==> src/rtl/dmem_pkg.sv <==
// dmem_pkg: shared defaults, FSM state encoding and owner encoding for dmem_ctrl
package dmem_pkg;
  localparam int AW_DEF = 8;
  localparam int DW_DEF = 8;
  typedef enum logic [1:0] {IDLE, ACC, RD, DONE} state_t;
  typedef enum logic {OWN_CPU, OWN_DBG} owner_t;
endpackage

==> src/rtl/dmem_ctrl_amux.sv <==
// dmem_ctrl_amux: CPU data-address mux, literal (sd=0) or register B (sd=1)
module dmem_ctrl_amux
  import dmem_pkg::*;
#(
  parameter int AW = AW_DEF
) (
  input  logic [AW-1:0] lit,
  input  logic [AW-1:0] regb,
  input  logic          sd,
  output logic [AW-1:0] addr
);
  assign addr = sd ? regb : lit;
endmodule

==> src/rtl/dmem_ctrl.sv <==
// dmem_ctrl: round-robin CPU/debug data-memory controller; debug requester enabled by DMEM_CTRL_DBG_EN
module dmem_ctrl
  import dmem_pkg::*;
#(
  parameter int AW = AW_DEF,
  parameter int DW = DW_DEF
) (
  input  logic          clk,
  input  logic          reset,
  input  logic          cpu_req,
  input  logic          cpu_we,
  input  logic [AW-1:0] cpu_lit,
  input  logic [AW-1:0] cpu_regb,
  input  logic          cpu_sd,
  input  logic [DW-1:0] cpu_wdata,
  output logic          cpu_ready,
  output logic [DW-1:0] cpu_rdata,
  input  logic          dbg_req,
  input  logic          dbg_we,
  input  logic [AW-1:0] dbg_addr,
  input  logic [DW-1:0] dbg_wdata,
  output logic          dbg_ready,
  output logic [DW-1:0] dbg_rdata,
  output logic [AW-1:0] mem_addr,
  output logic          mem_we,
  output logic          mem_re,
  output logic [DW-1:0] mem_wdata,
  input  logic [DW-1:0] mem_rdata
);
`ifdef DMEM_CTRL_DBG_EN
  localparam bit DBG_EN = 1'b1;
`else
  localparam bit DBG_EN = 1'b0;
`endif
  state_t        state;
  owner_t        owner;
  logic          we_q;
  logic          dbg_rdy;
  logic [DW-1:0] dbg_rd;
  logic [AW-1:0] cpu_addr;
  logic          dbg_go;
  logic          pick_dbg;
  logic          g_we;
  logic [AW-1:0] g_addr;
  logic [DW-1:0] g_wdata;
  dmem_ctrl_amux #(.AW(AW)) u_amux (
    .lit (cpu_lit),
    .regb(cpu_regb),
    .sd  (cpu_sd),
    .addr(cpu_addr)
  );
  // grant selection: debug wins only when the CPU is idle or was served last
  always_comb begin
    dbg_go = DBG_EN && dbg_req;
    pick_dbg = dbg_go && (!cpu_req || owner == OWN_CPU);
    g_we = pick_dbg ? dbg_we : cpu_we;
    g_addr = pick_dbg ? dbg_addr : cpu_addr;
    g_wdata = pick_dbg ? dbg_wdata : cpu_wdata;
  end
  // debug outputs are tied off when the debug requester is compiled out
  assign dbg_ready = DBG_EN && dbg_rdy;
  assign dbg_rdata = DBG_EN ? dbg_rd : '0;
  // transaction FSM; owner doubles as the last-served record for arbitration
  always_ff @(posedge clk or posedge reset) begin
    if (reset) begin
      state <= IDLE;
      owner <= OWN_DBG;
      we_q <= 1'b0;
      mem_addr <= '0;
      mem_wdata <= '0;
      mem_we <= 1'b0;
      mem_re <= 1'b0;
      cpu_ready <= 1'b0;
      dbg_rdy <= 1'b0;
      cpu_rdata <= '0;
      dbg_rd <= '0;
    end else begin
      mem_we <= 1'b0;
      mem_re <= 1'b0;
      cpu_ready <= 1'b0;
      dbg_rdy <= 1'b0;
      case (state)
        IDLE: if (cpu_req || dbg_go) begin
          owner <= pick_dbg ? OWN_DBG : OWN_CPU;
          we_q <= g_we;
          mem_addr <= g_addr;
          mem_wdata <= g_wdata;
          mem_we <= g_we;
          mem_re <= !g_we;
          state <= ACC;
        end
        ACC: begin
          cpu_ready <= we_q && owner == OWN_CPU;
          dbg_rdy <= we_q && owner == OWN_DBG;
          state <= we_q ? DONE : RD;
        end
        RD: begin
          if (owner == OWN_CPU) cpu_rdata <= mem_rdata;
          else dbg_rd <= mem_rdata;
          cpu_ready <= owner == OWN_CPU;
          dbg_rdy <= owner == OWN_DBG;
          state <= DONE;
        end
        default: state <= IDLE;
      endcase
    end
  end
endmodule
==> config.mk <==
export PLATFORM = sky130hd
export DESIGN_NAME = dmem_ctrl
export DESIGN_NICKNAME = d
export VERILOG_FILES = /design/src/rtl/dmem_pkg.sv /design/src/rtl/dmem_ctrl_amux.sv /design/src/rtl/dmem_ctrl.sv
export SDC_FILE = /design/constraint.sdc
export NUM_CORES = 1
export LEC_CHECK = 0
export CAP_MARGIN = 30
export CORE_MARGIN = 2
export CORE_UTILIZATION = 45
export DETAILED_ROUTE_END_ITERATION = 12
export DONT_BUFFER_PORTS = 1
export GPL_TIMING_DRIVEN = 0
export SETUP_SLACK_MARGIN = 0.02
export SLEW_MARGIN = 20
export SYNTH_ARGS = -nofsm -noshare
export SYNTH_HDL_FRONTEND = slang
export SYNTH_SLANG_ARGS = --single-unit
==> constraint.sdc <==
create_clock -name clk -period 1.8 [get_ports clk]
set_input_delay 0.54 -clock clk [delete_from_list [all_inputs] [get_ports clk]]
set_output_delay 0.54 -clock clk [all_outputs]
set_load 0.1 [all_outputs]
==> impl_metrics.tcl <==
set metrics [dict create \
    instances_no_fill 156 \
    vias 845 \
    area_delta_synth_final_pct 11.6 \
    wl_per_cell_um 15.8 \
    clkSinkCount 31 \
    dp.cells 149 \
    final_max_slew_viol_count 0 \
    path_cells "inv_1 -> ha_1 -> and2_4 -> buf_6 -> buf_6 -> mux2_4" \
    avgSynthCellArea_um2 12.9 \
    slew_headroom_pct 58.8 \
    cp_slowest_stage_delay_ps 430 \
    period_needed_ps 1640 \
    post-cts-setup-buffers 0 \
    fp.dieArea_um2 3560 \
    synth_flop_cell "dfrtp_1" \
    grt-ovfl-total 0 \
    synth_simple_gate_area_share_pct 4.57 \
    synthArstFlopShare_pct 100 \
    rsz0062_at_grt "no" \
    htreeDepth 2 \
    drtPass1Iterations 4 \
    hold_viol_final 0 \
    fp.dieW_um 59.7 \
    routed_wl_mm 2.46 \
    worstPathMaxFanout 10 \
    layout-drive-gt1-share_pct 55.3 \
    place_congestion 0.740 \
    cts_resized 27 \
    final_nets 182 \
    crit_path_end_kind "flop" \
    ys_ff_latch 31 \
    cap_violations 0 \
    synthCells 108 \
    status "complete, no violations" \
    synth_top_cell_area_share_pct 53.8 \
    dp_hpwl_mm 1.85 \
    hp-class "input pin to asynchronous set/reset pin" \
    synth_area_leaders "dfrtp_1 (54%), mux2_2 (12%), a21oi_1 (6.1%)" \
    tightest_slew_ps 617 \
    grt_max_degree 32 \
    drc 0 \
    rows 20 \
    numCtsBuffers 5 \
    root_buffer "clkbuf_4" \
    synth_compound_area_share_pct 7.26 \
    fill_cells 270 \
    crit_slowest_cell "dfrtp_1" \
    track_usage_pct 14.6 \
    core_area_um2 3000 \
    ctsHoldBuffers 0 \
    synthAdderAreaFrac_pct 3.59 \
    grt_pass1_vias 825 \
    antenna_cells_inserted 0 \
    synth.distinct_cells 25 \
    via_per_inst 5.42 \
    yosys.area.top_type "dfrtp_1" \
    clk_latency_ps 320 \
    start_kind "flop" \
    antenna_left 0 \
    finalCoreUtilization_pct 51.8 \
    start_util_pct 46.5 \
    port_buffers 0 \
    setup_viol 0 \
    cp.required_ps 2010 \
    synth_edf_count 0 \
    synth_top_family_by_area "multiplexers" \
    max_freq_ghz 0.608 \
    path_clk_slew_ps 90 \
    antenna_found_initial 0 \
    finalSetupTns_ps 0 \
    fin_crit_sh_pct 91.4 \
    synthXorXnorAreaFrac_pct 0 \
    synth.area.mux_share_pct 20.0 \
    syn-cell-area_um2 1400 \
    die_h_um 59.7 \
    cp.arrival_ps 1850 \
    fin_skew_ps 9.35 \
    crit_path_frequent_cell "buf_6" \
    worstSetupPathType "flop to flop" \
    grt_pass1_wl_mm 3.68 \
    clock_path_buffers 2 \
    tritoncts "done" \
    drt_iter0_drc 16 \
    io_pins 91 \
    yosysSeqAreaShare_pct 55.7 \
    yosys_warnings 0 \
]
stage by stage:
stage	hold slack, ps	setup slack [ps]	instance area (µm²)
2_1_floorplan	450	320	1430
3_3_place_gp	469	207	1470
3_5_place_dp	475	179	1470
4_1_cts	174	157	1560
5_1_grt	191	68.1	1560
6_report	168	156	1560
synthesized netlist by cell type (2+ instances only):
cell,number
dfrtp_1,30
mux2_2,15
inv_1,3
buf_6,2
buf_4,9
buf_2,2
mux2_4,2
mux2i_1,8
nand3b_1,2
ha_1,4
a21oi_1,17
state kept, by name, summed over array words and instances, names as in the netlist:
signal,cells
we_q,1
mem_wdata,8
owner,1
mem_we,1
cpu_rdata,8
state,2
mem_addr,8
mem_re,1
cpu_ready,1
cells by family after synthesis:
kind of cell             Yosys count
multiplexers                      25
AO/OA/AOI/OAI                     19
buffers and inverters             18
AND/OR/NAND/NOR                   10
adder cells (fa/ha/maj)            4
flip-flops                        31
other                              1
layer usage:
layer | GRT usage, % | vias up | share of wire [%] | wire (µm)
met4 | 6.03 | 0 | 0.49 | 12
met2 | 23.4 | 51 | 49 | 1200
met3 | 9.09 | 2 | 10 | 256
li1 | - | 383 | - | -
met5 | 0 | - | 0 | 0
met1 | 15.4 | 409 | 40 | 988
placed cells by master (no fill, tap or decap), drive strengths merged, types with 2 or more instances in the layout:
cell / n
buf: 13
and2: 2
nand3b: 2
a21oi: 17
conb: 9
inv: 3
dfrtp: 30
clkbuf: 8
ha: 4
mux2: 17
mux2i: 8
critical path: cells and delay by family, from the launching register on:
family | cells | cell delay (ps)
DFF | 1 | 430
muxes | 1 | 300
and+or+nand+nor | 1 | 180
buffers and inverters | 3 | 370
adders and majority gates | 1 | 260
worst paths after layout:
path / from / endpoint / slack (ps) / cells after the start
worst min-delay path: reset / state[0] / 170 / 1
min in group clk: cpu_we / mem_re / 270 / 1
worst min register to register: we_q / we_q / 500 / 1
worst max register to register: state[0] / mem_wdata[0] / 160 / 6
max in group asynchronous: reset / mem_wdata[3] / 1190 / 1
worst max-delay path: state[0] / mem_wdata[0] / 160 / 6
final cells by class:
| cell class | instances | area [µm²] | area share, % |
|---|---|---|---|
| Inverter | 3 | 11.3 | 0.723 |
| Clock buffer | 6 | 51.3 | 3.30 |
| Clock inverter | 1 | 5.00 | 0.322 |
| Buffer | 15 | 109 | 6.99 |
| Sequential cell | 31 | 811 | 52.1 |
| Tap cell | 33 | 41.3 | 2.65 |
| Multi-Input combinational cell | 67 | 528 | 33.9 |
Power is not shown: default switching activity piles up to over one toggle a cycle in this logic, so the estimate is an artifact.
==> RTL change (same settings) <==
The localparam `DBG_EN` goes from 1'b0 to 1'b1.
--- a/src/rtl/dmem_ctrl.sv
+++ b/src/rtl/dmem_ctrl.sv
@@ -31,5 +31,5 @@
   localparam bit DBG_EN = 1'b1;
 `else
-  localparam bit DBG_EN = 1'b0;
+  localparam bit DBG_EN = 1'b1;
 `endif
   state_t        state;
Formal check against the unedited RTL: not equivalent (Yosys sat finds a counterexample within 4 cycles, from zero or initial values and one cycle with reset high).
==> RTL change against the unedited design <==
- wire length rose by 61%
- synthesized cell count rose by 58%
- setup slack got worse by 0.10 ns
- final area rose by 34%
- critical path depth fell by 6
- critical path type is now flop to primary output
- die area rose by 30%
- sequential cell count rose by 9
- synthesized area rose by 32%
Power is not shown: default switching activity piles up to over one toggle a cycle in this logic, so the estimate is an artifact.
==> RTL change: results (changes against the unedited design) <==
metric;value;unit;change
number of vias per cell;5.62;;+3.7%
all-layer global routing usage;18.1;%;+3.4 points
worst skew pair latency;0.29;ns;-0.03 ns
critical path arrival;1.21;ns;-0.64 ns
DRT iter0 DRCs;52;;+36
Hold WC Path Type;input pin to asynchronous set/reset pin;;
Post-Place Cells;222;;+49%
total setup buffers inserted after CTS;0;;unchanged
Area contributors post-synth;dfrtp_1 (53%), mux2_2 (10%), a21oi_1 (4.9%);;
FILL cells;350;;+30%
asr flop ratio synth;100;%;unchanged
Inserted Diodes;0;;unchanged
Top Usage Layer GRT;met2;;
IO buf count;0;;unchanged
Num CTS Buffers;5;;unchanged
GR Util met1;21.3;%;+5.9 points
clk_skew;0.00433;ns;-0.00502 ns
GR Util met2;29.9;%;+6.4 points
Ys Warns;0;;unchanged
Net count, final;238;;+31%
GRT overflow;0;;unchanged
status;complete, no violations;;
first-pass GRT wire length;6160;um;+67%
Yosys cell types;27;;+8.0%
GPL Wtd Cong;0.708;;-4.4%
Slew @ Worst Pin;0.864;ns;+0.247 ns
Final Slew Violations;0;;unchanged
DP HPWL;2990;um;+62%
syn nets;230;;
Mapped Cells;171;;+58%
GRT met3 Usage;6.91;%;-2.2 points
initial antenna violation count;0;;unchanged
clock root buffer;clkbuf_8;;
layout cells sized above 1;42.8;%;-13 points
largest net degree at the start of global routing;27;;-16%
per-cell routed wire length;17.2;um;+9.0%
list of most frequent post-synthesis cells;dfrtp_1 (39), nand2_1 (21), a21oi_1 (18);;
CP max FO;1;;-9
Pre-Repair DR Iteration Count;4;;unchanged
register area share after synthesis;54.3;%;-1.4 points
vias;1292;;+53%
clock-pin slew on the worst setup and hold paths;0.08;ns;
Max Buffers Root-to-Sink;2;;unchanged
RR Startpoint;state[0];;
Worst Setup SP;dbg_ready;;
H-tree lvl count;2;;unchanged
-- RTL change: cell count changes in the layout (fill, tap and decap cells not counted), sizes merged, moves of 9 or more --
cell,before,now
nand2,1,21
o21ai,0,18
nor2,1,13
conb,9,0
dfrtp,30,39
-- RTL change: cell families (layout without fill, tap and decap cells) --
logic type	after synthesis	after routing	synth area share, %
DFF	40	40	54.3
buffers and inverters	14	23	4.75
muxes	18	18	11.1
and+or+nand+nor	45	45	10.7
adders and majority gates	4	4	2.71
AOI/OAI and AO/OA	50	50	16.4
-- RTL change: what timing repair did --
item	in CTS	in global routing
pin swaps	0	0
endpoints found under the setup margin	18	25
resized for setup	18	18
-- RTL change: final cells by class --
type	instances	area, um^2	area share (%)
Sequential cell	40	1050	50.2
Multi-Input combinational cell	117	756	36.3
Buffer	11	76.3	3.66
Clock buffer	5	68.8	3.30
Tap cell	50	62.6	3.00
Clock inverter	3	42.5	2.04
Timing Repair Buffer	1	20.0	0.961
Inverter	3	11.3	0.541
-- RTL change: routing by layer --
layer | part of all wire (%) | vias to the layer above
li1 | - | 605
met1 | 39 | 617
met2 | 49 | 63
met3 | 9.7 | 7
met4 | 1.6 | 0
met5 | 0 | -
-- RTL change: worst paths after layout --
check,to,slack [ns],cells after the start
setup / recovery,dbg_ready,0.05,0
hold / removal,mem_addr[6],0.08,1
setup reg to reg,mem_wdata[3],0.18,7
hold reg to reg,we_q,0.55,2
max in group asynchronous,owner,1.21,2
min in group clk,mem_wdata[6],0.36,2
-- RTL change: per-stage QoR --
stage	cell area (um^2)	setup WS (ns)	TNS (ns)
2_1_floorplan	1840	0.344	0
3_3_place_gp	1910	-0.0194	-0.720
3_5_place_dp	1930	0.0648	0
4_1_cts	2060	0.0202	0
5_1_grt	2080	0.0115	0
6_report	2080	0.0540	0
